File: config.mk
export PLATFORM = sky130hd
export DESIGN_NAME = instr_encoder_loader
export DESIGN_NICKNAME = d
export VERILOG_FILES = /design/src/rtl/instr_encoder_loader.sv
export SDC_FILE = /design/constraint.sdc
export NUM_CORES = 1
export LEC_CHECK = 0
export ABC_AREA = 1
export CORE_MARGIN = 1.5
export CORE_UTILIZATION = 55
export CTS_CLUSTER_DIAMETER = 60
export DETAILED_ROUTE_END_ITERATION = 16
export PLACE_DENSITY = 0.79
export RECOVER_POWER = 50
export SLEW_MARGIN = 10
export SYNTH_ARGS = -nofsm -noshare
export SYNTH_HDL_FRONTEND = slang
export SYNTH_SLANG_ARGS = --single-unit
File: constraint.sdc
create_clock -name CLK -period 9.25 [get_ports CLK]
set_clock_uncertainty 0.2 [all_clocks]
set_input_delay 1.85 -clock CLK [delete_from_list [all_inputs] [get_ports CLK]]
set_output_delay 1.85 -clock CLK [all_outputs]
set_load 0.01 [all_outputs]
File: src/rtl/instr_encoder_loader.sv
// Packs R-type instruction fields into 32-bit words and streams them into
// instruction memory at consecutive word addresses through a small FIFO.
module instr_encoder_loader #(
    parameter int BITS   = 32,
    parameter int DEPTH  = 4,
    parameter int ADDR_W = 8
) (
    input  logic              CLK,
    input  logic              RST_N,
    input  logic              start,
    input  logic [ADDR_W-1:0] base_addr,
    input  logic [ADDR_W-1:0] count,
    input  logic              in_valid,
    output logic              in_ready,
    input  logic [6:0]        opcode,
    input  logic [4:0]        rd,
    input  logic [2:0]        funct3,
    input  logic [4:0]        rs1,
    input  logic [4:0]        rs2,
    input  logic [6:0]        funct7,
    output logic              mem_we,
    output logic [ADDR_W-1:0] mem_addr,
    output logic [BITS-1:0]   mem_wdata,
    input  logic              mem_ready,
    output logic              busy,
    output logic              done
);

    localparam int PTR_W = $clog2(DEPTH);
    localparam logic [PTR_W-1:0]  PTR_ONE  = PTR_W'(1);
    localparam logic [PTR_W:0]    OCC_ONE  = (PTR_W + 1)'(1);
    localparam logic [PTR_W:0]    OCC_FULL = (PTR_W + 1)'(DEPTH);
    localparam logic [ADDR_W-1:0] CNT_ONE  = ADDR_W'(1);
    localparam logic [ADDR_W-1:0] WORD_INC = ADDR_W'(4);

    typedef enum logic [1:0] {S_IDLE, S_LOAD, S_DONE} state_t;

    state_t            r_state;
    logic [ADDR_W-1:0] r_addr;
    logic [ADDR_W-1:0] r_count;
    logic [ADDR_W-1:0] r_accepted;
    logic [ADDR_W-1:0] r_written;
    logic [BITS-1:0]   r_mem [DEPTH];
    logic [PTR_W-1:0]  r_wr_ptr;
    logic [PTR_W-1:0]  r_rd_ptr;
    logic [PTR_W:0]    r_occ;

    logic [BITS-1:0]   w_word;
    logic              w_full;
    logic              w_empty;
    logic              w_in_ready;
    logic              w_mem_we;
    logic              w_push;
    logic              w_pop;
    logic              w_last;

    assign w_word     = {funct7, rs2, rs1, funct3, rd, opcode};
    assign w_full     = (r_occ == OCC_FULL);
    assign w_empty    = (r_occ == '0);
    // Handshake terms depend only on registered state, never on in_valid/mem_ready.
    assign w_in_ready = (r_state == S_LOAD) && !w_full && (r_accepted < r_count);
    assign w_mem_we   = (r_state == S_LOAD) && !w_empty;
    assign w_push     = in_valid && w_in_ready;
    assign w_pop      = w_mem_we && mem_ready;
    assign w_last     = w_pop && (r_written == r_count - CNT_ONE);

    assign in_ready   = w_in_ready;
    assign mem_we     = w_mem_we;
    assign mem_addr   = r_addr;
    assign mem_wdata  = w_mem_we ? r_mem[r_rd_ptr] : '0;
    assign busy       = (r_state == S_LOAD);
    assign done       = (r_state == S_DONE);

    // Storage carries no reset: the occupancy counter alone defines validity.
    always_ff @(posedge CLK) begin
        if (w_push) begin
            r_mem[r_wr_ptr] <= w_word;
        end
    end

    always_ff @(posedge CLK or negedge RST_N) begin
        if (!RST_N) begin
            r_state    <= S_IDLE;
            r_addr     <= '0;
            r_count    <= '0;
            r_accepted <= '0;
            r_written  <= '0;
            r_wr_ptr   <= '0;
            r_rd_ptr   <= '0;
            r_occ      <= '0;
        end else begin
            if (w_push) begin
                r_wr_ptr   <= r_wr_ptr + PTR_ONE;
                r_accepted <= r_accepted + CNT_ONE;
            end
            if (w_pop) begin
                r_rd_ptr  <= r_rd_ptr + PTR_ONE;
                r_addr    <= r_addr + WORD_INC;
                r_written <= r_written + CNT_ONE;
            end
            case ({w_push, w_pop})
                2'b10:   r_occ <= r_occ + OCC_ONE;
                2'b01:   r_occ <= r_occ - OCC_ONE;
                default: r_occ <= r_occ;
            endcase

            case (r_state)
                S_IDLE: begin
                    if (start) begin
                        r_addr     <= {base_addr[ADDR_W-1:2], 2'b00};
                        r_count    <= count;
                        r_accepted <= '0;
                        r_written  <= '0;
                        r_state    <= (count != '0) ? S_LOAD : S_DONE;
                    end
                end
                S_LOAD: begin
                    if (w_last) begin
                        r_state <= S_DONE;
                    end
                end
                S_DONE:  r_state <= S_IDLE;
                default: r_state <= S_IDLE;
            endcase
        end
    end

endmodule

## After elaboration in Yosys (flattened, before gate mapping)

Memory sizes are Yosys's and may differ from the RTL's.
Cells that the tools add are included.

- RAM bits: 128
- Memories: 1
- Input bits: 53
- Bits in registers: 41

Memories:

| memory | depth | width | rd ports | clocked after Yosys merged registers in | write ports | RTL line | RTL |
|---|---|---|---|---|---|---|---|
| r_mem | 4 | 32 | 1 | 0 | 1 | 43 | `logic [BITS-1:0] r_mem [DEPTH];` |

- Equal/unequal tests: 8
- Magnitude comparators: 1
- Reduce and logical (&&, ||, !) cells: 14
- Multiplexer cells: 17
- Add/sub/neg operators: 8

Operator list:

| operator | number |
|---|---|
| $mux W8 | 9 |
| $mux W32 | 1 |
| $add A8 B1 Y8 const B | 2 |
| $add A8 B3 Y8 const B | 1 |
| $eq A8 B8 Y1 | 1 |
| $lt A8 B8 Y1 | 1 |
| $reduce_bool A8 Y1 | 1 |
| $sub A8 B1 Y8 const B | 1 |
| $logic_and A1 B1 Y1 | 6 |
| $mux W2 | 3 |
| $pmux W3 S2 | 1 |
| $add A2 B1 Y2 const B | 2 |
| $eq A2 B1 Y1 const B | 2 |
| $eq A2 B2 Y1 const B | 2 |
| $pmux W2 S2 | 1 |
| $reduce_and A2 Y1 | 2 |
| $add A3 B1 Y3 const B | 1 |
| $eq A3 B3 Y1 const B | 1 |
| $logic_not A3 Y1 | 1 |
| $sub A3 B1 Y3 const B | 1 |
| $logic_not A1 Y1 | 2 |
| $logic_not A2 Y1 | 1 |
| $mux W1 | 2 |
| $ne A2 B1 Y1 const B | 1 |
| other kinds (2) | 2 |

## Logic depth before layout (Yosys ltp)

Gate-level depths: netlist of the first run.

- Depth after elaboration: 8
- Mapped depth: 15

## Least setup slack after synthesis of the first run

No wires, ideal clock.

- Path type: input-to-reg
- Start: input in_valid
- End: memory r_mem[0][0], enable pin
- Data arrival time: 3.454 ns
- Slack: 5.175 ns
- Cell stages on the path: 3
- Path buffers: 1
- Cell sequence: nand3_4 -> buf_6 -> nor2_1

- Longest elaborated chain between the ends: 3

Ends and longest elaborated chain:

| what | RTL line | RTL |
|---|---|---|
| start, declared | 13 | `input logic in_valid,` |
| $logic_and A1 B1 Y1 | 63 | `assign w_push = in_valid && w_in_ready;` |
| $mux W1 | 76 | `if (w_push) begin` |
| $mux W1 (not written as such) | 77 | `r_mem[r_wr_ptr] <= w_word;` |
| end, declared | 43 |  |

No other way between the ends.

## Worst setup path after layout of the first run

- Start: register r_rd_ptr[0]
- End: output mem_wdata[19]

- Longest elaborated chain between the ends: 2

Ends and longest elaborated chain:

| what | RTL line | RTL |
|---|---|---|
| start, declared | 45 | `logic [PTR_W-1:0] r_rd_ptr;` |
| start signal, assigned | 97 | `r_rd_ptr <= r_rd_ptr + PTR_ONE;` |
| $mem_v2 Z4 W32 | -- |  |
| $mux W32 | 70 | `assign mem_wdata = w_mem_we ? r_mem[r_rd_ptr] : '0;` |
| end, declared | 23 | `output logic [BITS-1:0] mem_wdata,` |

No other way between the ends.

==> results of run 1 <==
==> cells in the final DEF (no fill, tap or decap), types with 2 or more instances in the layout <==
cell type	count
clkbuf_1	3
a21oi_1	42
ha_1	16
xor2_1	14
bufinv_16	5
buf_4	3
nand3_1	15
dlygate4sd3_1	34
inv_2	4
clkinv_2	3
conb_1	2
nor2_4	5
nand2_2	2
inv_1	60
a31oi_1	3
nand3_2	3
xnor2_1	6
o21ai_0	86
clkdlybuf4s50_1	57
diode_2	5
dfrtp_1	39
nand4_1	10
nor2_1	162
nor3_1	2
edfxtp_1	128
clkbuf_16	17
clkinv_4	2
nand2_1	85
o211ai_1	2
nor2_2	3
==> cell families (layout without fill, tap and decap cells) <==
kind of cell	count (synthesis)	in the layout	share of synthesized area, %
simple gates	289	289	15.9
flops	167	167	63.9
compound gates	134	134	9.06
buf+inv	99	192	5.46
xor+xnor	21	21	2.54
fa+ha+maj	17	17	2.92
other cells	1	7	0.0497
mux	1	1	0.133
==> metal layers <==
layer	vias up	global-route usage, %	wire (microns)
met5	-	0	0
met4	0	9.97	339
met3	28	4.61	1010
met2	207	39.1	8190
met1	2637	28.2	6360
li1	2602	-	-
==> power groups by stage <==
stage               combinational, mW  clock [mW]  sequential (mW)
floorplan                       0.733           0             1.03
detailed placement               1.10           0             1.08
global route                     1.23       0.788             1.09
CTS                              1.12       0.760             1.07
finish                           1.11       0.753             1.07
global placement                 1.06           0             1.08
==> layout make-up <==
type | count | area (sq um) | share of cell area (%)
Antenna cell | 5 | 12.5 | 0.136
Multi-Input combinational cell | 464 | 2320 | 25.2
Timing Repair Buffer | 95 | 937 | 10.2
Inverter | 65 | 245 | 2.67
Sequential cell | 167 | 4820 | 52.5
Clock buffer | 19 | 433 | 4.71
Tap cell | 176 | 220 | 2.40
Clock inverter | 13 | 203 | 2.21
==> flip-flops by register name, summed over array words and instances (netlist names) <==
register / count
r_written: 8
r_wr_ptr: 2
r_rd_ptr: 2
mem_addr: 6
r_accepted: 8
r_state: 2
r_count: 8
r_mem: 128
r_occ: 3
==> worst reg2reg max path, stage by stage, from the launching register on <==
cell and delay, ns:
dfrtp_1 0.39, inv_1 0.06, ha_1 0.30, nand2_1 0.08
inv_1 0.04, nor2_2 0.09, nand3_2 0.10, nor2_4 0.19
nand3_1 0.70, nor2_4 1.14
==> final timing paths <==
| path | from | to | slack [ns] | cells past startpoint |
|---|---|---|---|---|
| max | r_rd_ptr[0] | mem_wdata[19] | 2.82 | 4 |
| min in group asynchronous | RST_N | r_accepted[0] | 1.84 | 1 |
| min | r_occ[1] | r_occ[1] | 0.29 | 2 |
| min reg2reg | r_occ[1] | r_occ[1] | 0.29 | 2 |
| max reg2reg | r_count[7] | r_mem[3][24] | 5.56 | 9 |
| max in group asynchronous | RST_N | r_rd_ptr[0] | 5.78 | 1 |
==> impl_metrics.py, run 1 <==
metrics = {
    "worst_setup_path": {
        "cp_slowest_cell": "dfrtp_1",
        "cp.required_ns": 7.20,
        "critical_path_peak_fanout": 66,
        "critPathTopFamily": "flip-flops",
        "worstSetupEndpointType": "output pin",
        "worstSetupPathType": "reg2out",
        "timing.critical_path.slowest_cell_delay_ns": 1.83,
        "type_of_element_launching_the_critical_path": "register",
        "critPathArrivalTime_ns": 4.38,
        "path_cells": "inv_2 -> o21ai_0 -> a21oi_1 -> clkdlybuf4s50_1",
        "path_buf_inv": 2,
    },
    "synthesis": {
        "syn_area_sq_um": 7540,
        "yosys-top-cells-count": "nor2_1, edfxtp_1, o21ai_0, nand2_1, inv_1",
        "yosysUniqueCellTypes": 35,
        "synthesis_warnings": 0,
        "synth_area_leaders": "edfxtp_1, dfrtp_1, nor2_1",
        "synth_edf_count": 128,
        "ys.flop_type": "edfxtp_1",
        "synth_largest_type_area_fraction_pct": 51.0,
        "yosysTopAreaCell": "edfxtp_1",
        "avg_synthesized_cell_area_sq_um": 10.3,
        "synth.most_common_cell": "nor2_1",
        "yosys_register_bits": 167,
        "async_reset_ff_share_pct": 23.4,
        "netlist_instances": 729,
        "sequential_share_of_the_synthesized_area_pct": 63.9,
    },
    "floorplan": {
        "number_of_rows_in_the_core_area": 42,
        "fp.dieArea_sq_um": 14400,
        "die_span_y_microns": 120,
        "core_area_sq_um": 13300,
        "initial_core_util_pct": 56.7,
        "io_pins": 97,
        "die_width_microns": 120,
    },
    "power": {
        "pwr-share-comb_pct": 37.8,
        "static-leakage-power_nw": 3.57,
        "cell_internal_pwr_mw": 1.88,
        "worst_ir_drop_vdd_mv": 0.162,
        "power_density_nw_per_um2": 320,
        "power_frac_seq_pct": 36.6,
        "power_switching_mw": 1.06,
        "power.switching_fraction_pct": 36.0,
        "power_mw": 2.94,
        "power_frac_clock_pct": 25.7,
    },
    "clock_network": {
        "worst_skew_pair.late_latency_ns": 0.42,
        "cts_htree_levels": 4,
        "tritoncts.num_buffers": 17,
        "tritoncts_clock_tree": "built",
        "numClockSinks": 167,
        "cts-root-to-sink-buffers": 2,
        "cts.reportedPaths.clkPinSlew_ns": 0.06,
        "cts_setup_buffers": 0,
        "cts.hold.buffers_added": 0,
        "post_cts.resized_instances": 0,
        "clock_tree.root_cell": "clkbuf_16",
    },
    "final_layout": {
        "post_route_cells_drive_above_1_share_pct": 6.56,
        "area_growth_syn_to_layout_pct": 21.9,
        "fill_cells": 926,
        "num-nets-final": 880,
        "final-instance-count-excl-fill": 1004,
        "final_instance_area_sq_um": 9190,
        "finish.utilization_pct": 69.1,
    },
    "run": {
        "cap_viol_max_count": 2,
    },
    "timing": {
        "report.final.slew_viol_count": 106,
        "layout_worst_path_cycle_share_pct": 69.6,
        "setup_total_negative_slack_ns": 0,
        "max_slew.worst_pin.slew_ns": 2.21,
        "hold_violations": 0,
        "maxSlewHeadroom_pct": -47.0,
        "whs_ns": 0.294,
        "rsz_0062_raised_after_global_routing": "false",
        "total_setup_violations_reported_at_the_end_of_the_flow": 0,
        "final.setup.worst_slack_ns": 2.82,
        "fin_crit_ns": 6.43,
        "timing.fmax_mhz": 155,
    },
    "drt": {
        "detail_route.wl_per_cell_microns": 15.8,
        "drt_first_pass_iters": 6,
        "wl_microns": 15900,
        "detailroute.via_count": 5474,
        "post-route-drc-count": 0,
        "drt_first_iter_violations": 549,
        "post_drt_via_cell_ratio": 5.45,
        "drt.antenna.violating_nets": 0,
    },
    "placed_design": {
        "dp_worst_setup_slack_ns": 4.31,
        "post-place-cells": 967,
        "finalWeightedCongestion": 0.819,
        "dp.final_hpwl_microns": 9580,
        "numPortBuffers": 92,
        "detailed_place.area_sq_um": 8570,
    },
    "global_route": {
        "global_route_wire_length_before_repair_microns": 25400,
        "overall_overflow_remaining_after_global_route": 0,
        "grt_pass1_vias": 5390,
        "gr-usage-all-layers_pct": 22.9,
        "antenna_violations_before_repair": 2,
        "grt_start_max_net_pins": 67,
    },
    "outcome": {
        "violated_checks": "max-capacitance violations, max-slew violations",
        "run_status": "finished with violations",
    },
    "hold_path": {
        "holdCritPathClass": "reg2reg",
    },
}
No activity file was read; power rests on OpenSTA's default activity.
==> inputs of run 2 (changes only) <==
clock period = 6.7 ns   (was 9.25 ns; I/O delays follow)
==> run 2 against run 1 <==
  * The run still ends with max-capacitance violations, max-slew violations left
  * Final area shrank 1.1%
  * Critical path depth is the same
  * Setup slack lost 1.1 ns
  * Global-route usage grew 0.57 points
  * Routed wire length is essentially flat
  * Sequential power grew 38%
  * Sequential share of layout area grew 0.62 points
  * Count of clock-buffer cells in the layout grew 2
  * Clock power grew 21%
  * Die area is the same
  * Register-to-register slack lost 2.5 ns
  * Combinational power grew 36%
  * Largest power group unchanged
==> impl_metrics.py, run 2 (synthesis results as in run 1) <==
metrics = {
    "outcome": {
        "run_status": "finished with violations",
        "violated_checks": "max-capacitance violations, max-slew violations",
    },
    "timing": {
        "layout_worst_path_cycle_share_pct": 74.4,
        "fin_crit_ns": 4.99,
        "report.final.slew_viol_count": 40,
        "final.setup.worst_slack_ns": 1.71,
        "maxSlewHeadroom_pct": -40.7,
        "whs_ns": 0.303,
        "timing.fmax_mhz": 201,
        "hold_violations": 0,
        "rsz_0062_raised_after_global_routing": "false",
        "setup_total_negative_slack_ns": 0,
        "max_slew.worst_pin.slew_ns": 2.11,
        "total_setup_violations_reported_at_the_end_of_the_flow": 0,
    },
    "clock_network": {
        "cts.reportedPaths.clkPinSlew_ns": 0.06,
        "cts-root-to-sink-buffers": 2,
        "clock_tree.root_cell": "clkbuf_16",
        "worst_skew_pair.late_latency_ns": 0.42,
        "post_cts.resized_instances": 0,
        "cts_htree_levels": 4,
        "cts_setup_buffers": 0,
        "cts.hold.buffers_added": 0,
        "tritoncts.num_buffers": 17,
        "tritoncts_clock_tree": "built",
        "numClockSinks": 167,
    },
    "floorplan": {
        "number_of_rows_in_the_core_area": 42,
        "core_area_sq_um": 13300,
        "fp.dieArea_sq_um": 14400,
        "io_pins": 97,
        "initial_core_util_pct": 56.7,
        "die_span_y_microns": 120,
        "die_width_microns": 120,
    },
    "drt": {
        "post-route-drc-count": 0,
        "detailroute.via_count": 5374,
        "drt.antenna.violating_nets": 0,
        "drt_first_iter_violations": 457,
        "wl_microns": 15900,
        "post_drt_via_cell_ratio": 5.39,
        "drt_first_pass_iters": 5,
        "detail_route.wl_per_cell_microns": 16.0,
    },
    "power": {
        "power_switching_mw": 1.44,
        "power.switching_fraction_pct": 36.8,
        "power_frac_seq_pct": 38.0,
        "worst_ir_drop_vdd_mv": 0.204,
        "cell_internal_pwr_mw": 2.47,
        "power_density_nw_per_um2": 430,
        "power_frac_clock_pct": 23.3,
        "static-leakage-power_nw": 3.52,
        "power_mw": 3.91,
        "pwr-share-comb_pct": 38.7,
    },
    "worst_setup_path": {
        "worst_r2r_startpoint": "r_count[7]",
        "worst_reg_to_reg_cells": 9,
        "worstSetupEndpointType": "output pin",
        "worst_r2r_endpoint": "r_mem[1][6]",
        "critical_path_peak_fanout": 66,
        "type_of_element_launching_the_critical_path": "register",
        "worstSetupPathType": "reg2out",
        "cp.required_ns": 5.16,
        "critPathArrivalTime_ns": 3.45,
        "slack_of_the_worst_reg_to_reg_path_ns": 3.10,
    },
    "run": {
        "cap_viol_max_count": 1,
    },
    "final_layout": {
        "area_growth_syn_to_layout_pct": 20.5,
        "register_with_the_most_flip_flops": "r_mem",
        "num-nets-final": 880,
        "final-instance-count-excl-fill": 997,
        "largest_register_ffs": 128,
        "post_route_cells_drive_above_1_share_pct": 5.98,
        "fill_cells": 957,
        "finish.utilization_pct": 68.3,
        "final_instance_area_sq_um": 9080,
        "layout_common_cells": "nor2_1, edfxtp_1, o21ai_0, nand2_1, inv_1",
        "layout_commonest_cell": "nor2_1",
        "multi_input_area_sq_um": 2320,
        "register_area_sq_um": 4820,
    },
    "global_route": {
        "grt_start_max_net_pins": 67,
        "grt_pass1_vias": 5338,
        "overall_overflow_remaining_after_global_route": 0,
        "global_route_wire_length_before_repair_microns": 25600,
        "antenna_violations_before_repair": 1,
        "gr-usage-all-layers_pct": 23.4,
    },
    "placed_design": {
        "finalWeightedCongestion": 0.833,
        "numPortBuffers": 92,
        "post-place-cells": 967,
        "dp_worst_setup_slack_ns": 2.24,
        "dp.final_hpwl_microns": 9620,
        "detailed_place.area_sq_um": 8570,
    },
    "hold_path": {
        "hold_crit_depth": 1,
        "worstHoldStart": "r_occ[0]",
        "holdCritPathClass": "reg2reg",
        "min_delay_worst_endpoint": "r_occ[0]",
    },
}
run 2: cell count changes in the layout (fill, tap and decap cells not counted), moves of 2 or more:
cell / change
diode_2: -4
bufinv_16: -3
clkbuf_1: +2
clkinv_2: -2
run 2: power groups by stage:
stage | logic, mW | clock network [mW] | registers [mW]
finish | 1.51 | 0.910 | 1.48
global route | 1.69 | 0.966 | 1.51
CTS | 1.53 | 0.926 | 1.48
detailed placement | 1.52 | 0 | 1.50
global placement | 1.46 | 0 | 1.49
floorplan | 1.01 | 0 | 1.42
run 2: worst max path at each step:
stage           startpoint             to  slack [ns]  cells past startpoint
2_1_floorplan     in_valid    r_mem[0][0]        3.14                      3
3_3_place_gp   r_rd_ptr[0]  mem_wdata[23]        2.37                      4
3_5_place_dp   r_rd_ptr[0]  mem_wdata[22]        2.24                      4
4_1_cts        r_rd_ptr[0]  mem_wdata[30]        1.75                      4
5_1_grt        r_rd_ptr[0]  mem_wdata[30]        1.49                      4
6_report       r_rd_ptr[0]  mem_wdata[30]        1.71                      4
run 2: per-layer routing:
layer,vias to the layer above,track usage (%),part of all wire [%]
met3,29,5.23,5.6
met5,-,0,0
met1,2587,28.8,41
met2,165,40.1,52
met4,0,9.75,2.0
li1,2593,-,-
run 2: critical path, stage by stage, from the launching register on:
cell and delay (ns):
dfrtp_2 1.13, inv_2 0.73, o21ai_0 0.47, a21oi_1 0.11
clkdlybuf4s50_1 0.51
run 2: final cells by class:
type	count	area share, %
Inverter	65	2.70
Clock buffer	21	4.85
Timing Repair Buffer	95	10.3
Tap cell	176	2.42
Sequential cell	167	53.1
Antenna cell	1	0.0275
Multi-Input combinational cell	464	25.5
Clock inverter	8	1.12
==> inputs of run 3 (changes only) <==
CORE_UTILIZATION = 50   (was 55)
PLACE_DENSITY = 0.76   (was 0.79)
clock period = 4.45 ns   (was 6.7 ns; I/O delays follow)
==> run 3 against run 2 <==
  * The flow finishes with violations (design-rule violations, max-capacitance violations, max-slew violations)
  * Via count rose by 0.61%
  * Setup slack got worse by 0.99 ns
  * Register-to-register slack got worse by 1.5 ns
  * Final area up 1.5%
  * Sequential cell count unchanged
  * Clock power is 62% higher
  * Combinational power grew 57%
  * Sequential power is 47% higher
  * Largest power group unchanged
==> impl_metrics.py, run 3 (synthesis results as in run 1) <==
metrics = {
    "outcome": {
        "run_status": "finished with violations",
        "violated_checks": "design-rule violations, max-capacitance violations, max-slew violations",
    },
    "clock_network": {
        "cts.reportedPaths.clkPinSlew_ns": 0.06,
        "numClockSinks": 167,
        "tritoncts_clock_tree": "built",
        "clock_tree.root_cell": "clkbuf_16",
        "cts_setup_buffers": 0,
        "cts.hold.buffers_added": 0,
        "cts_htree_levels": 4,
        "cts-root-to-sink-buffers": 2,
        "worst_skew_pair.late_latency_ns": 0.42,
        "post_cts.resized_instances": 0,
        "tritoncts.num_buffers": 17,
    },
    "final_layout": {
        "final-instance-count-excl-fill": 1015,
        "layout_commonest_cell": "nor2_1",
        "fill_cells": 1092,
        "largest_register_ffs": 128,
        "area_growth_syn_to_layout_pct": 22.3,
        "register_with_the_most_flip_flops": "r_mem",
        "post_route_cells_drive_above_1_share_pct": 7.83,
        "num-nets-final": 887,
        "layout_common_cells": "nor2_1, edfxtp_1, o21ai_0, nand2_1, inv_1",
    },
    "floorplan": {
        "die_width_microns": 126,
        "die_span_y_microns": 126,
        "fp.dieArea_sq_um": 15800,
        "initial_core_util_pct": 51.5,
        "io_pins": 97,
        "core_area_sq_um": 14600,
        "number_of_rows_in_the_core_area": 44,
    },
    "placed_design": {
        "numPortBuffers": 92,
        "finalWeightedCongestion": 0.866,
        "post-place-cells": 982,
        "dp.final_hpwl_microns": 9680,
    },
    "drt": {
        "wl_microns": 15800,
        "drt_first_iter_violations": 416,
        "detailroute.via_count": 5407,
        "post_drt_via_cell_ratio": 5.33,
        "drt_first_pass_iters": 13,
        "detail_route.wl_per_cell_microns": 15.6,
        "post-route-drc-count": 3,
        "drt.antenna.violating_nets": 0,
    },
    "hold_path": {
        "hold_crit_depth": 1,
        "holdCritPathClass": "reg2reg",
        "min_delay_worst_endpoint": "r_occ[0]",
        "worstHoldStart": "r_occ[0]",
    },
    "global_route": {
        "antenna_violations_before_repair": 1,
        "grt_pass1_vias": 5240,
        "overall_overflow_remaining_after_global_route": 0,
        "grt_start_max_net_pins": 65,
        "global_route_wire_length_before_repair_microns": 25500,
        "gr-usage-all-layers_pct": 20.8,
    },
    "power": {
        "worst_ir_drop_vdd_mv": 0.314,
        "power_mw": 6.01,
        "static-leakage-power_nw": 3.58,
        "power_density_nw_per_um2": 651,
    },
    "timing": {
        "setup_total_negative_slack_ns": 0,
        "rsz_0062_raised_after_global_routing": "false",
        "layout_worst_path_cycle_share_pct": 83.7,
        "report.final.slew_viol_count": 40,
        "timing.fmax_mhz": 269,
        "max_slew.worst_pin.slew_ns": 2.17,
        "maxSlewHeadroom_pct": -44.4,
        "total_setup_violations_reported_at_the_end_of_the_flow": 0,
        "hold_violations": 0,
        "whs_ns": 0.299,
        "fin_crit_ns": 3.72,
    },
    "run": {
        "cap_viol_max_count": 1,
    },
    "worst_setup_path": {
        "worst_r2r_endpoint": "r_mem[3][8]",
        "worstSetupEndpointType": "output pin",
        "worstSetupPathType": "reg2out",
        "type_of_element_launching_the_critical_path": "register",
        "worst_reg_to_reg_cells": 8,
        "worst_r2r_startpoint": "r_count[5]",
        "cp.required_ns": 3.36,
        "slack_of_the_worst_reg_to_reg_path_ns": 1.56,
        "critPathArrivalTime_ns": 2.63,
        "critical_path_peak_fanout": 32,
    },
}
[run 3: changes by cell type in the layout (fill, tap and decap cells not counted), sizes merged, moves of 2 or more]
cell	before	now
buf	3	9
clkbuf	22	19
clkdlybuf4s50	56	58
clkinv	3	5
clkinvlp	3	5
dlygate4sd3	35	33
inv	65	67
[run 3: worst max-delay path, cell delays in order, from the launching register on]
cell,delay (ns)
dfrtp_1,0.74
inv_1,0.09
buf_4,0.28
nor2_1,0.18
o21ai_0,0.13
a21oi_1,0.20
clkdlybuf4s50_1,0.56
[run 3: routing by layer]
layer	vias to the layer above	routed length, microns	share of wire, %	track usage [%]
met3	25	737	4.7	3.91
met5	-	0	0	0
met4	0	261	1.6	8.05
met1	2616	6650	42	25.6
li1	2616	-	-	-
met2	150	8200	52	36.5
[run 3: per-stage QoR]
step / instance area [sq um] / setup WS (ns) / util, %
floorplan: 7540 / 1.07 / -
global placement: 8630 / 1.19 / 58.9
detailed placement: 8630 / 1.21 / 58.9
CTS: 9240 / 0.717 / 63.1
global route: 9220 / 0.598 / 63.0
finish: 9220 / 0.726 / 63.0
[run 3: final cells by class]
type                       count  area, sq um  share of cell area (%)
timing repair buffer         102          986                    10.7
multi-input combinational    464         2330                    25.3
inverter                      65          246                    2.67
sequential                   167         4820                    52.3
clock buffer                  17          425                    4.61
clock inverter                15          178                    1.93
antenna                        1         2.50                  0.0271
tap                          184          230                    2.50
[run 3: power by group]
| group | internal, mW | switching [mW] | leakage (nW) |
|---|---|---|---|
| clock network | 0.882 | 0.583 | 0.282 |
| logic | 0.953 | 1.42 | 1.65 |
| registers | 1.97 | 0.195 | 1.65 |
[run 3: how the worst max path moves through the flow]
| stage | cells past startpoint | startpoint | to | slack [ns] |
|---|---|---|---|---|
| after floorplan | 10 | r_count[7] | r_mem[0][0] | 1.07 |
| after global placement | 6 | r_rd_ptr[1] | mem_wdata[22] | 1.19 |
| after detailed placement | 6 | r_rd_ptr[1] | mem_wdata[22] | 1.21 |
| after CTS | 6 | r_rd_ptr[1] | mem_wdata[8] | 0.72 |
| after global routing | 6 | r_rd_ptr[1] | mem_wdata[22] | 0.60 |
| final | 6 | r_rd_ptr[1] | mem_wdata[8] | 0.73 |
